File: src/rtl/cache_line_fill_if.sv
// Bundle of the fill request, memory beat and data-array write signals
// exchanged between the line-fill engine and its surroundings.
interface cache_line_fill_if #(
  parameter int ADDR_W = 16,
  parameter int SET_W  = 3
);
  logic                      fill_req;
  logic [ADDR_W-1:0]         fill_addr;
  logic [1:0]                fill_way;
  logic                      fill_busy;
  logic                      mem_req;
  logic [ADDR_W-1:0]         mem_addr;
  logic                      mem_ack;
  logic [31:0]               mem_rdata;
  logic                      crit_valid;
  logic [7:0]                crit_byte;
  logic                      line_we;
  logic [1:0]                line_way;
  logic [SET_W-1:0]          line_index;
  logic [ADDR_W-6-SET_W:0]   line_tag;
  logic [255:0]              line_data;

  modport slave (
    input  fill_req, fill_addr, fill_way, mem_ack, mem_rdata,
    output fill_busy, mem_req, mem_addr, crit_valid, crit_byte,
           line_we, line_way, line_index, line_tag, line_data
  );

  modport master (
    output fill_req, fill_addr, fill_way, mem_ack, mem_rdata,
    input  fill_busy, mem_req, mem_addr, crit_valid, crit_byte,
           line_we, line_way, line_index, line_tag, line_data
  );
endinterface

File: src/rtl/cache_line_fill.sv
// Line-fill engine: fetches a 32-byte line as eight wrapped 32-bit beats,
// critical word first, forwards the requested byte and writes the line.
module cache_line_fill #(
  parameter int ADDR_W = 16,
  parameter int SET_W  = 3
) (
  input  logic              clk,
  input  logic              rst_n,
  cache_line_fill_if.slave  io_fill
);
  localparam int TAG_W  = ADDR_W - 5 - SET_W;
  localparam int BASE_W = ADDR_W - 5;

  typedef enum logic [1:0] {
    ST_IDLE  = 2'd0,
    ST_FETCH = 2'd1,
    ST_WRITE = 2'd2
  } state_t;

  state_t              r_state;
  logic [2:0]          r_beat;
  logic [2:0]          r_count;
  logic [BASE_W-1:0]   r_base;
  logic [1:0]          r_byte_sel;
  logic [1:0]          r_way;
  logic [SET_W-1:0]    r_index;
  logic [TAG_W-1:0]    r_tag;
  logic [255:0]        r_line;
  logic                r_busy;
  logic                r_mem_req;
  logic [ADDR_W-1:0]   r_mem_addr;
  logic                r_crit_valid;
  logic [7:0]          r_crit_byte;
  logic                r_line_we;

  logic [BASE_W-1:0]   w_req_base;
  logic [2:0]          w_req_beat;
  logic [2:0]          w_next_beat;
  logic [7:0]          w_beat_lsb;
  logic [4:0]          w_crit_lsb;
  logic [7:0]          w_crit_byte;

  assign w_req_base  = io_fill.fill_addr[ADDR_W-1:5];
  assign w_req_beat  = io_fill.fill_addr[4:2];
  assign w_next_beat = r_beat + 3'd1;
  assign w_beat_lsb  = {r_beat, 5'b00000};
  assign w_crit_lsb  = {r_byte_sel, 3'b000};
  assign w_crit_byte = io_fill.mem_rdata[w_crit_lsb +: 8];

  // Fill sequencer: accept, fetch eight wrapped beats, one-cycle line write.
  always_ff @(posedge clk or negedge rst_n) begin
    if (!rst_n) begin
      r_state      <= ST_IDLE;
      r_beat       <= 3'd0;
      r_count      <= 3'd0;
      r_base       <= '0;
      r_byte_sel   <= 2'd0;
      r_way        <= 2'd0;
      r_index      <= '0;
      r_tag        <= '0;
      r_line       <= 256'd0;
      r_busy       <= 1'b0;
      r_mem_req    <= 1'b0;
      r_mem_addr   <= '0;
      r_crit_valid <= 1'b0;
      r_crit_byte  <= 8'd0;
      r_line_we    <= 1'b0;
    end else begin
      r_crit_valid <= 1'b0;
      r_line_we    <= 1'b0;
      case (r_state)
        ST_IDLE: begin
          if (io_fill.fill_req) begin
            r_base     <= w_req_base;
            r_beat     <= w_req_beat;
            r_count    <= 3'd0;
            r_byte_sel <= io_fill.fill_addr[1:0];
            r_way      <= io_fill.fill_way;
            r_index    <= io_fill.fill_addr[4+SET_W:5];
            r_tag      <= io_fill.fill_addr[ADDR_W-1:5+SET_W];
            r_line     <= 256'd0;
            r_busy     <= 1'b1;
            r_mem_req  <= 1'b1;
            r_mem_addr <= {w_req_base, w_req_beat, 2'b00};
            r_state    <= ST_FETCH;
          end else begin
            r_busy    <= 1'b0;
            r_mem_req <= 1'b0;
          end
        end
        ST_FETCH: begin
          if (io_fill.mem_ack) begin
            r_line[w_beat_lsb +: 32] <= io_fill.mem_rdata;
            // Only the first beat of a fill carries the critical word.
            if (r_count == 3'd0) begin
              r_crit_byte  <= w_crit_byte;
              r_crit_valid <= 1'b1;
            end
            r_beat     <= w_next_beat;
            r_count    <= r_count + 3'd1;
            r_mem_addr <= {r_base, w_next_beat, 2'b00};
            if (r_count == 3'd7) begin
              r_mem_req <= 1'b0;
              r_line_we <= 1'b1;
              r_state   <= ST_WRITE;
            end
          end
        end
        ST_WRITE: begin
          r_busy  <= 1'b0;
          r_state <= ST_IDLE;
        end
        default: begin
          r_busy    <= 1'b0;
          r_mem_req <= 1'b0;
          r_state   <= ST_IDLE;
        end
      endcase
    end
  end

  assign io_fill.fill_busy  = r_busy;
  assign io_fill.mem_req    = r_mem_req;
  assign io_fill.mem_addr   = r_mem_addr;
  assign io_fill.crit_valid = r_crit_valid;
  assign io_fill.crit_byte  = r_crit_byte;
  assign io_fill.line_we    = r_line_we;
  assign io_fill.line_way   = r_way;
  assign io_fill.line_index = r_index;
  assign io_fill.line_tag   = r_tag;
  assign io_fill.line_data  = r_line;
endmodule
File: src/flat_wrapper.sv
// flat-port wrapper written by rule: the top's interface ports become plain ports
module cache_line_fill_flat 
#(
  parameter int ADDR_W = 16,
  parameter int SET_W  = 3
)
  (clk, rst_n, io_fill_fill_req, io_fill_fill_addr, io_fill_fill_way, io_fill_mem_ack, io_fill_mem_rdata, io_fill_fill_busy, io_fill_mem_req, io_fill_mem_addr, io_fill_crit_valid, io_fill_crit_byte, io_fill_line_we, io_fill_line_way, io_fill_line_index, io_fill_line_tag, io_fill_line_data);
  cache_line_fill_if #(.ADDR_W(ADDR_W), .SET_W(SET_W)) io_fill_i ();
  input  logic clk;
  input  logic rst_n;
  input wire logic [$bits(io_fill_i.fill_req)-1:0] io_fill_fill_req;
  input wire logic [$bits(io_fill_i.fill_addr)-1:0] io_fill_fill_addr;
  input wire logic [$bits(io_fill_i.fill_way)-1:0] io_fill_fill_way;
  input wire logic [$bits(io_fill_i.mem_ack)-1:0] io_fill_mem_ack;
  input wire logic [$bits(io_fill_i.mem_rdata)-1:0] io_fill_mem_rdata;
  output wire logic [$bits(io_fill_i.fill_busy)-1:0] io_fill_fill_busy;
  output wire logic [$bits(io_fill_i.mem_req)-1:0] io_fill_mem_req;
  output wire logic [$bits(io_fill_i.mem_addr)-1:0] io_fill_mem_addr;
  output wire logic [$bits(io_fill_i.crit_valid)-1:0] io_fill_crit_valid;
  output wire logic [$bits(io_fill_i.crit_byte)-1:0] io_fill_crit_byte;
  output wire logic [$bits(io_fill_i.line_we)-1:0] io_fill_line_we;
  output wire logic [$bits(io_fill_i.line_way)-1:0] io_fill_line_way;
  output wire logic [$bits(io_fill_i.line_index)-1:0] io_fill_line_index;
  output wire logic [$bits(io_fill_i.line_tag)-1:0] io_fill_line_tag;
  output wire logic [$bits(io_fill_i.line_data)-1:0] io_fill_line_data;
  assign io_fill_i.fill_req = io_fill_fill_req;
  assign io_fill_i.fill_addr = io_fill_fill_addr;
  assign io_fill_i.fill_way = io_fill_fill_way;
  assign io_fill_i.mem_ack = io_fill_mem_ack;
  assign io_fill_i.mem_rdata = io_fill_mem_rdata;
  assign io_fill_fill_busy = io_fill_i.fill_busy;
  assign io_fill_mem_req = io_fill_i.mem_req;
  assign io_fill_mem_addr = io_fill_i.mem_addr;
  assign io_fill_crit_valid = io_fill_i.crit_valid;
  assign io_fill_crit_byte = io_fill_i.crit_byte;
  assign io_fill_line_we = io_fill_i.line_we;
  assign io_fill_line_way = io_fill_i.line_way;
  assign io_fill_line_index = io_fill_i.line_index;
  assign io_fill_line_tag = io_fill_i.line_tag;
  assign io_fill_line_data = io_fill_i.line_data;
  cache_line_fill #(.ADDR_W(ADDR_W), .SET_W(SET_W)) u_core (.clk(clk), .rst_n(rst_n), .io_fill(io_fill_i));
endmodule
File: config.mk
export PLATFORM = sky130hd
export DESIGN_NAME = cache_line_fill_flat
export DESIGN_NICKNAME = d
export VERILOG_FILES = /design/src/rtl/cache_line_fill_if.sv /design/src/rtl/cache_line_fill.sv /design/src/flat_wrapper.sv
export SDC_FILE = /design/constraint.sdc
export NUM_CORES = 1
export LEC_CHECK = 0
export ABC_AREA = 1
export CAP_MARGIN = 30
export CORE_ASPECT_RATIO = 1.4
export CORE_UTILIZATION = 45
export CTS_CLUSTER_DIAMETER = 200
export DETAILED_ROUTE_END_ITERATION = 8
export PLACE_DENSITY_LB_ADDON = 0.1
export SLEW_MARGIN = 15
export SYNTH_ARGS = -nofsm -noshare
export SYNTH_HDL_FRONTEND = slang
export SYNTH_SLANG_ARGS = --single-unit
File: constraint.sdc
create_clock -name clk -period 3.6 [get_ports clk]
set_input_delay 0.72 -clock clk [delete_from_list [all_inputs] [get_ports clk]]
set_output_delay 0.72 -clock clk [all_outputs]
set_load 0.02 [all_outputs]
==> impl_metrics.sql <==
INSERT INTO impl_metrics (metric_group, metric, value, unit) VALUES
('yosys', 'synth-edff-count', '0', ''),
('yosys', 'syn_avg_cell_area', '8.55', 'sq um'),
('setup_path', 'worst-r2r-setup-slack', '0.55', 'ns'),
('clock_network', 'cts_hold_buffers', '0', ''),
('die', 'initial_cell_density_of_the_core', '45.7', '%'),
('yosys', 'ys_seq_area_share', '58.4', '%'),
('power', 'power_per_cell_area', '894', 'mW/mm^2'),
('yosys', 'number_of_instances_in_the_synthesized_netlist', '1515', ''),
('yosys', 'synth_top_cell_by_area', 'sky130_fd_sc_hd__dfrtp_1', ''),
('die', 'io_count', '351', ''),
('placement', 'dpl_cell_area', '0.0167', 'sq mm'),
('setup_path', 'cpPeakStageDelay', '0.62', 'ns'),
('clock_network', 'clock_latency_of_the_later_clocked_register_in_the_worst_skew_pair', '0.54', 'ns'),
('clock_network', 'cts_sinks', '302', ''),
('run_status', 'run_status', 'completed', ''),
('clock_network', 'numCtsBuffers', '29', ''),
('power', 'pwr-share-comb', '47.6', '%'),
('route', 'routedWlPerCell', '19.6', 'um'),
('setup_path', 'worstReg2RegStart', 'u_core.r_beat[0]', ''),
('setup_path', 'slowest_stage', 'sky130_fd_sc_hd__nand3_2', ''),
('clock_network', 'cts.path.max_buffers', '3', ''),
('global_routing', 'total_grt_usage', '29.8', '%'),
('power', 'netSwitchingPower', '6.79', 'mW'),
('route', 'drt_iter0_drc', '706', ''),
('die', 'floorplan.rows', '73', ''),
('yosys', 'yosys_most_used_dff', 'sky130_fd_sc_hd__dfrtp_1', ''),
('placement', 'io_buffer_count', '348', ''),
('route', 'detail_route_antenna_nets', '0', ''),
('sta', 'finalSetupTns', '0', 'ns'),
('power', 'power.switching_fraction', '43.1', '%'),
('setup_path', 'critPathMaxFanout', '46', ''),
('yosys', 'async_flop_share', '100', '%'),
('sta', 'max_slew.worst_pin.slew', '0.955', 'ns'),
('yosys', 'synth_cell_type_count', '29', ''),
('sta', 'timing_hold_violations_final', '0', ''),
('global_routing', 'grt_start_max_net_pins', '86', ''),
('clock_network', 'root_buffer', 'sky130_fd_sc_hd__clkbuf_16', ''),
('route', 'viasPerCell', '5.24', ''),
('power', 'power.clock.fraction', '19.8', '%'),
('setup_path', 'endpoint', 'u_core.io_fill.line_data[134]', ''),
('placement', 'dpl.hpwl', '30900', 'um'),
('setup_path', 'critPathLaunch', 'u_core.r_beat[0]', ''),
('route', 'finalWirelength', '43700', 'um'),
('power', 'internal_power', '8.97', 'mW'),
('power', 'seq_power_share', '32.6', '%'),
('power', 'power.ir.vdd_worst', '488', 'uV'),
('sta', 'min_period_over_period', '84.7', '%'),
('clock_network', 'post_cts_repair_timing_setup_buffer_count', '0', ''),
('layout', 'util_after_layout', '62.3', '%'),
('yosys', 'yosysWarningCount', '0', ''),
('clock_network', 'clkSlewWorstSetupHoldPaths', '0.07', 'ns'),
('setup_path', 'critical_path.top_delay_family', 'simple AND/OR/NAND/NOR gates', ''),
('yosys', 'syn_area', '0.0129', 'sq mm'),
('clock_network', 'tritoncts', 'yes', ''),
('setup_path', 'critPathLaunchType', 'register', ''),
('layout', 'finish.instance_area', '0.0176', 'sq mm'),
('setup_path', 'cp.depth', '9', ''),
('power', 'post_layout_total_power', '15.8', 'mW'),
('layout', 'layout.cells.most_common_list', '631 x sky130_fd_sc_hd__nand2_1, 347 x sky130_fd_sc_hd__clkdlybuf4s50_1, 302 x sky130_fd_sc_hd__dfrtp_1', ''),
('layout', 'areaGrowthSynthToFinish', '36.3', '%'),
('setup_path', 'worstRegToRegCells', '9', ''),
('global_routing', 'antenna_found_initial', '3', ''),
('sta', 'final_max_slew_viol_count', '0', ''),
('yosys', 'synth.top_cell.area_share', '58.4', '%'),
('die', 'dieArea', '0.0295', 'sq mm'),
('die', 'floorplan.die.height', '203', 'um'),
('sta', 'setup_repair_after_global_routing_missed_its_margin', 'false', ''),
('min_path', 'timing.hold.worst.class', 'in -> async', ''),
('layout', 'drive_above_1_share', '5.73', '%'),
('setup_path', 'critPathBufInv', '2', ''),
('route', 'num_vias', '11700', '');
[routing by layer]
layer	global-route usage [%]	vias to the layer above	part of all wire, %
met1	37.6	5633	39
met2	49.1	482	48
li1	-	5429	-
met5	0	-	0.060
met4	14.7	4	5.3
met3	5.73	111	7.2
[power groups by stage]
stage	combinational, mW	sequential (mW)	clock (mW)
3_3_place_gp	7.40	5.16	0
5_1_grt	8.08	5.26	3.28
3_5_place_dp	7.48	5.17	0
4_1_cts	7.52	5.13	3.16
2_1_floorplan	3.06	6.23	0
6_report	7.50	5.14	3.12
[through the flow]
step	std cells	setup WS, ns
2_1_floorplan	1516	1.34
4_1_cts	2225	0.613
5_1_grt	2226	0.258
3_3_place_gp	2173	0.763
6_report	2226	0.549
3_5_place_dp	2173	0.647
[cell type report]
| type | instances | area (sq um) |
|---|---|---|
| Fill cell | 2523 | 10700 |
| Sequential cell | 302 | 7560 |
| Multi-Input combinational cell | 1075 | 4760 |
| Timing Repair Buffer | 371 | 3700 |
| Clock buffer | 44 | 852 |
| Tap cell | 375 | 469 |
| Inverter | 50 | 190 |
| Clock inverter | 8 | 115 |
| Antenna cell | 1 | 2.50 |
[kinds of logic after synthesis]
logic type | count (synthesis) | share of synthesized area, %
simple gates | 943 | 30.3
flops | 302 | 58.4
buf+inv | 139 | 4.96
compound gates | 106 | 4.21
mux | 13 | 1.13
fa+ha+maj | 10 | 0.966
other cells | 1 | 0.0290
xor+xnor | 1 | 0.0677
[synthesized netlist by cell type, drive strengths merged (3+ instances only)]
master  count
nor3        6
buf        68
clkbuf     21
nand3     146
mux2       13
nand2     635
a31oi      12
inv        47
nor2      136
o21ai      76
ha         10
a21oi      18
dfrtp     302
clkinv      3
nand4      19
[registers in the layout, indices dropped and copies added, names as in the netlist]
register / flops
u_core.io_fill.line_data: 256
u_core.io_fill.mem_addr: 12
u_core.r_base: 10
u_core.io_fill.crit_byte: 8
u_core.r_count: 3
u_core.io_fill.line_way: 2
u_core.r_beat: 2
u_core.r_byte_sel: 2
u_core.r_state: 2
u_core.io_fill.crit_valid: 1
u_core.io_fill.fill_busy: 1
u_core.io_fill.line_tag: 1
u_core.io_fill.line_we: 1
u_core.io_fill.mem_req: 1
[how the worst min path moves through the flow]
stage | from | end | cells after the start
finish | rst_n | u_core.io_fill.line_data[172] | 1
global route | rst_n | u_core.io_fill.line_data[172] | 1
CTS | rst_n | u_core.io_fill.line_data[169] | 1
detailed placement | u_core.io_fill.line_data[193] | u_core.io_fill.line_data[193] | 2
global placement | u_core.io_fill.line_data[117] | u_core.io_fill.line_data[117] | 2
floorplan | rst_n | u_core.io_fill.crit_byte[0] | 0
Power figures use the tool's default switching activity.
